## src/rtl/bit_wise_pipe.sv

```systemverilog
// Op-selectable bitwise unit behind a STAGES-deep valid/ready pipeline with bubble collapsing.
// Define BIT_WISE_PIPE_STATS_EN to build the output-handshake counter on out_count.
module bit_wise_pipe #(
  parameter int N      = 32,
  parameter int STAGES = 2
) (
  input  logic         clk,
  input  logic         rst,
  input  logic         in_valid,
  output logic         in_ready,
  input  logic [2:0]   in_op,
  input  logic [N-1:0] in_a,
  input  logic [N-1:0] in_b,
  output logic         out_valid,
  input  logic         out_ready,
  output logic [N-1:0] out_c,
  output logic [2:0]   out_op,
  output logic         out_zero,
  output logic [31:0]  out_count
);

  typedef enum logic [2:0] {
    OP_AND  = 3'b000,
    OP_OR   = 3'b001,
    OP_XOR  = 3'b010,
    OP_NAND = 3'b011,
    OP_NOR  = 3'b100,
    OP_XNOR = 3'b101,
    OP_ANDN = 3'b110,
    OP_NOT  = 3'b111
  } op_e;

  logic [N-1:0]      fn;
  logic              fn_zero;
  logic [STAGES-1:0] v;
  logic [STAGES-1:0] rdy;
  logic [N-1:0]      c_q  [STAGES];
  logic [2:0]        op_q [STAGES];
  logic [STAGES-1:0] z_q;

  always_comb begin
    fn = '0;
    case (op_e'(in_op))
      OP_AND:  fn = in_a & in_b;
      OP_OR:   fn = in_a | in_b;
      OP_XOR:  fn = in_a ^ in_b;
      OP_NAND: fn = ~(in_a & in_b);
      OP_NOR:  fn = ~(in_a | in_b);
      OP_XNOR: fn = ~(in_a ^ in_b);
      OP_ANDN: fn = in_a & ~in_b;
      default: fn = ~in_a;
    endcase
  end

  assign fn_zero = (fn == '0);

  // Unrolled ready chain: a stage can move if the sink is ready or any stage at or below it is empty.
  for (genvar g = 0; g < STAGES; g++) begin : g_rdy
    assign rdy[g] = out_ready | ~(&v[STAGES-1:g]);
  end

  assign in_ready = rdy[0];

  always_ff @(posedge clk or posedge rst) begin
    if (rst) begin
      v   <= '0;
      z_q <= '0;
      for (int i = 0; i < STAGES; i++) begin
        c_q[i]  <= '0;
        op_q[i] <= '0;
      end
    end else begin
      if (rdy[0]) begin
        v[0] <= in_valid;
        // Data only moves with a valid beat, so idle-cycle X on the operands never enters the pipe.
        if (in_valid) begin
          c_q[0]  <= fn;
          op_q[0] <= in_op;
          z_q[0]  <= fn_zero;
        end
      end
      for (int i = 1; i < STAGES; i++) begin
        if (rdy[i]) begin
          v[i] <= v[i-1];
          if (v[i-1]) begin
            c_q[i]  <= c_q[i-1];
            op_q[i] <= op_q[i-1];
            z_q[i]  <= z_q[i-1];
          end
        end
      end
    end
  end

  assign out_valid = v[STAGES-1];
  assign out_c     = c_q[STAGES-1];
  assign out_op    = op_q[STAGES-1];
  assign out_zero  = z_q[STAGES-1];

`ifdef BIT_WISE_PIPE_STATS_EN
  logic [31:0] count_q;

  always_ff @(posedge clk or posedge rst) begin
    if (rst) begin
      count_q <= '0;
    end else if (out_valid && out_ready) begin
      count_q <= count_q + 32'd1;
    end
  end

  assign out_count = count_q;
`else
  assign out_count = 32'h0;
`endif

endmodule

```

## config.mk

```make
export PLATFORM = sky130hd
export DESIGN_NAME = bit_wise_pipe
export DESIGN_NICKNAME = d
export VERILOG_FILES = /design/src/rtl/bit_wise_pipe.sv
export SDC_FILE = /design/constraint.sdc
export NUM_CORES = 1
export LEC_CHECK = 0
export BUFFER_PORTS_ARGS = -buffer_cell sky130_fd_sc_hd__buf_4
export CAP_MARGIN = 5
export CORE_MARGIN = 2
export CORE_UTILIZATION = 57
export CTS_CLUSTER_SIZE = 14
export DETAILED_ROUTE_END_ITERATION = 10
export PLACE_DENSITY = 0.82
export SYNTH_ARGS = -nofsm -noshare
export SYNTH_HDL_FRONTEND = slang
export SYNTH_SLANG_ARGS = --single-unit
```

## constraint.sdc

```tcl
create_clock -name clk -period 2.7 [get_ports clk]
set_input_delay 0.405 -clock clk [delete_from_list [all_inputs] [get_ports clk]]
set_output_delay 0.405 -clock clk [all_outputs]
set_load 0.02 [all_outputs]
```

==> impl_metrics.csv <==
group,metric,value,unit
synth,postSynthRegisterBits,74,
power_and_ir_drop,power.switching,0.00141,W
floorplanning,die_outline_area,13100,sq um
synth,synth-async-reset-ratio,100,%
routing,drt-total-wl,15.5,mm
sta,period_share,86.0,%
outcome,run_status,"finished, final reports clean",
finish,finish.net_count,1019,
floorplanning,die_span_in_y,115,um
synth,synth.yosys.seq_area_share,26.5,%
place,numPortBuffers,108,
worst_setup_path,crit_path_frequent_cell,"sky130_fd_sc_hd__buf_4",
routing,via_count,5680,
floorplanning,floorplan.rows,40,
power_and_ir_drop,clkPwrFrac,29.6,%
worst_setup_path,crit_buf_inv,2,
finish,antenna_cells,0,
sta,worst_clock_skew,0.00430,ns
worst_setup_path,path_delay_family,"simple AND/OR/NAND/NOR gates",
synth,synthesis.area_per_instance,8.89,sq um
worst_setup_path,r2r.worst_path.cells,7,
routing,ant_nets,0,
floorplanning,floorplan.initialDensity,58.3,%
worst_setup_path,cpMaxStageDelayCell,"sky130_fd_sc_hd__or3_1",
clocking,path_clk_slew,0.06,ns
routing,drt-initial-drc-count,464,
sta,worstMarginPinSlew,0.664,ns
synth,netlist_top_cells_area,"sky130_fd_sc_hd__dfrtp_1, sky130_fd_sc_hd__ha_1, sky130_fd_sc_hd__buf_4",
clocking,cts.sink_count,74,
finish,postLayoutCellArea,7920,sq um
routing,route.detailed.drc,0,
synth,yosys.area.top_type,"sky130_fd_sc_hd__dfrtp_1",
finish,drive_gt1_share,25.3,%
place,routabilityCongestion,0.882,
synth,post-synth-top-count-cell,"sky130_fd_sc_hd__ha_1",
place,dp_hpwl,12.0,mm
worst_setup_path,worst-endpoint-arrival,2.56,ns
worst_setup_path,critical_path_peak_fanout,22,
place,placement.cell_area,7600,sq um
sta,timing.slew.headroom,55.0,%
synth,synth_ff_type,"sky130_fd_sc_hd__dfrtp_1",
routing,drt-wirelength-per-cell,15.4,um
worst_setup_path,timing.critical_path.required,2.94,ns
power_and_ir_drop,cellLeakagePower,3.95,nW
power_and_ir_drop,power.internal,0.00285,W
sta,fin_tns_setup,0,ns
synth,yosys_warnings,0,
power_and_ir_drop,power.ir.vdd_worst,267,uV
clocking,post_cts.resized_instances,0,
power_and_ir_drop,seq_power_share,35.5,%
clocking,clk_lat_worst_skew,0.33,ns
grt,largest_net_degree_at_the_start_of_global_routing,52,
grt,grt_remaining_overflow,0,
grt,grt_pass1_wl,25.8,mm
power_and_ir_drop,power-per-cell-area,538,nW/um^2
clocking,number_of_buffers_between_clock_root_and_the_deepest_sink,2,
worst_setup_path,cp_num_cells,9,
power_and_ir_drop,power.combinational.fraction,34.9,%
grt,grt_pass1_vias,5317,
worst_setup_path,critical_path.max_stage_delay,0.41,ns
sta,timing.final.crit_period,2.32,ns
sta,max_clock_freq,0.431,GHz
floorplanning,io_pins,141,
worst_setup_path,critical_path_cell_by_cell,"buf_4 -> buf_4 -> a21boi_0 -> nor3_1 -> o311ai_1 -> nor4_2 -> nand4_1 -> or3_1 -> o31ai_2",
synth,synth_cell_types,66,
worst_setup_path,crit_type,"in -> reg",
synth,synth_common_cells,"sky130_fd_sc_hd__ha_1, sky130_fd_sc_hd__dfrtp_1, sky130_fd_sc_hd__inv_1, sky130_fd_sc_hd__buf_4, sky130_fd_sc_hd__nand2_1",
grt,grt_usage,24.4,%
floorplanning,design.core.area,12000,sq um
sta,slew_viol_final,0,
finish,num-fill-cells,971,
worst_setup_path,end_kind,"flip-flop",
sta,report.final.hold_viol_count,0,
sta,report.final.setup_viol,0,
synth,syn_inst,785,
power_and_ir_drop,switching_share,33.0,%
min_path,worstHoldPathType,"in -> async",
worst_setup_path,cp-start-kind,"input port",
finish,area_growth,13.5,%
clocking,cts.repair_timing.setup_buffer_count,0,
synth,synth_edf_count,0,
routing,number_of_optimization_iterations_in_the_first_detailed_route_pass,5,
routing,vias_per_cell,5.66,
synth,netlist.area_leader.share,26.5,%
grt,antenna_found_initial,0,
clocking,cts_htree_levels,3,
clocking,ctsHoldBuffers,0,
flow_run,drv.max_cap_violation_count,0,
clocking,cts_made_buffers,9,
sta,grt_setup_unrepaired,"no",
clocking,tritoncts,"yes",
floorplanning,die_width,115,um
synth,syn_area,6980,sq um
clocking,root_buffer,"sky130_fd_sc_hd__clkbuf_16",
## layout make-up
class	instances	area, sq um	share of cell area, %
Inverter	74	278	3.51
Sequential cell	74	1850	23.4
Clock buffer	9	225	2.84
Clock inverter	7	93.8	1.19
Tap cell	147	184	2.32
Multi-Input combinational cell	555	4220	53.4
Timing Repair Buffer	138	1060	13.4
## registers in the layout, summed over array words and instances (netlist names)
name and count:
out_op 3, z_q 2, c_q 32, v 2, op_q 3, out_c 32
## logic make-up (layout without fill, tap and decap cells)
logic type	count (synthesis)	in the layout	share of synthesized area, %
DFF	74	74	26.5
muxes	77	77	12.6
buffers and inverters	187	228	14.6
AOI/OAI and AO/OA	179	179	16.7
and+or+nand+nor	171	171	12.3
adders and majority gates	96	96	17.2
other	1	32	0.0538
## metal layers
layer / up-vias / wire, um / global-route usage (%)
li1: 2763 / - / -
met1: 2685 / 7470 / 36.1
met2: 211 / 6840 / 37.5
met3: 21 / 944 / 2.86
met4: 0 / 250 / 7.15
met5: - / 0 / 0
## worst register-to-register path, delay by kind of cell, from the launching register on
kind	cells	cell delay (ns)
AOI/OAI and AO/OA	3	0.68
DFF	1	0.39
and+or+nand+nor	4	0.93
## power groups by stage
stage | Clock, W | Sequential, W | Combinational [W]
final | 0.00126 | 0.00151 | 0.00149
after detailed placement | 0 | 0.00154 | 0.00148
after CTS | 0.00127 | 0.00152 | 0.00149
after global routing | 0.00132 | 0.00155 | 0.00163
after floorplan | 0 | 0.00147 | 0.00120
after global placement | 0 | 0.00153 | 0.00144
## through the flow
step	instances	power [W]	setup slack [ns]	hold slack [ns]	utilization (%)
after floorplan	816	0.00267	0.402	0.446	-
after global placement	988	0.00297	0.151	0.459	63.5
after detailed placement	988	0.00302	0.102	0.467	63.5
after CTS	1004	0.00428	0.436	0.139	66.2
after global routing	1004	0.00450	0.274	0.176	66.2
final	1004	0.00426	0.379	0.132	66.2
## cell usage in the layout, fill, tap and decap left out, types with 5 or more instances in the layout
cell	Yosys	final
sky130_fd_sc_hd__mux2i_1	25	25
sky130_fd_sc_hd__a22oi_1	5	5
sky130_fd_sc_hd__a211oi_1	6	6
sky130_fd_sc_hd__nand2b_1	10	10
sky130_fd_sc_hd__o211ai_1	6	6
sky130_fd_sc_hd__nor2b_1	19	19
sky130_fd_sc_hd__clkbuf_16	0	9
sky130_fd_sc_hd__mux2_2	48	48
sky130_fd_sc_hd__a21oi_1	36	36
sky130_fd_sc_hd__dfrtp_1	74	74
sky130_fd_sc_hd__a21boi_0	6	6
sky130_fd_sc_hd__o221ai_1	6	6
sky130_fd_sc_hd__buf_4	72	136
sky130_fd_sc_hd__inv_1	73	72
sky130_fd_sc_hd__nor3_1	10	10
sky130_fd_sc_hd__nor2_1	24	24
sky130_fd_sc_hd__ha_1	96	96
sky130_fd_sc_hd__o21ai_0	51	51
sky130_fd_sc_hd__conb_1	1	32
sky130_fd_sc_hd__nand4_1	7	7
sky130_fd_sc_hd__o22ai_1	20	20
sky130_fd_sc_hd__a32o_1	7	7
sky130_fd_sc_hd__nand3_1	5	5
sky130_fd_sc_hd__nand2_1	69	69
## final timing paths
check	from	to	slack, ns
setup / recovery	in_op[1]	z_q[0]$_DFFE_PP0P_	0.38
hold / removal	rst	out_c[31]$_DFFE_PP0P_	0.13
setup reg to reg	v[1]$_DFFE_PP0N_	z_q[0]$_DFFE_PP0P_	0.62
hold reg to reg	c_q[40]$_DFFE_PP0P_	c_q[40]$_DFFE_PP0P_	0.48
max in group asynchronous	rst	out_c[10]$_DFFE_PP0P_	1.92
min in group clk	in_valid	v[0]$_DFFE_PP0N_	0.29
Note: power is estimated with default switching activity, not from simulation.
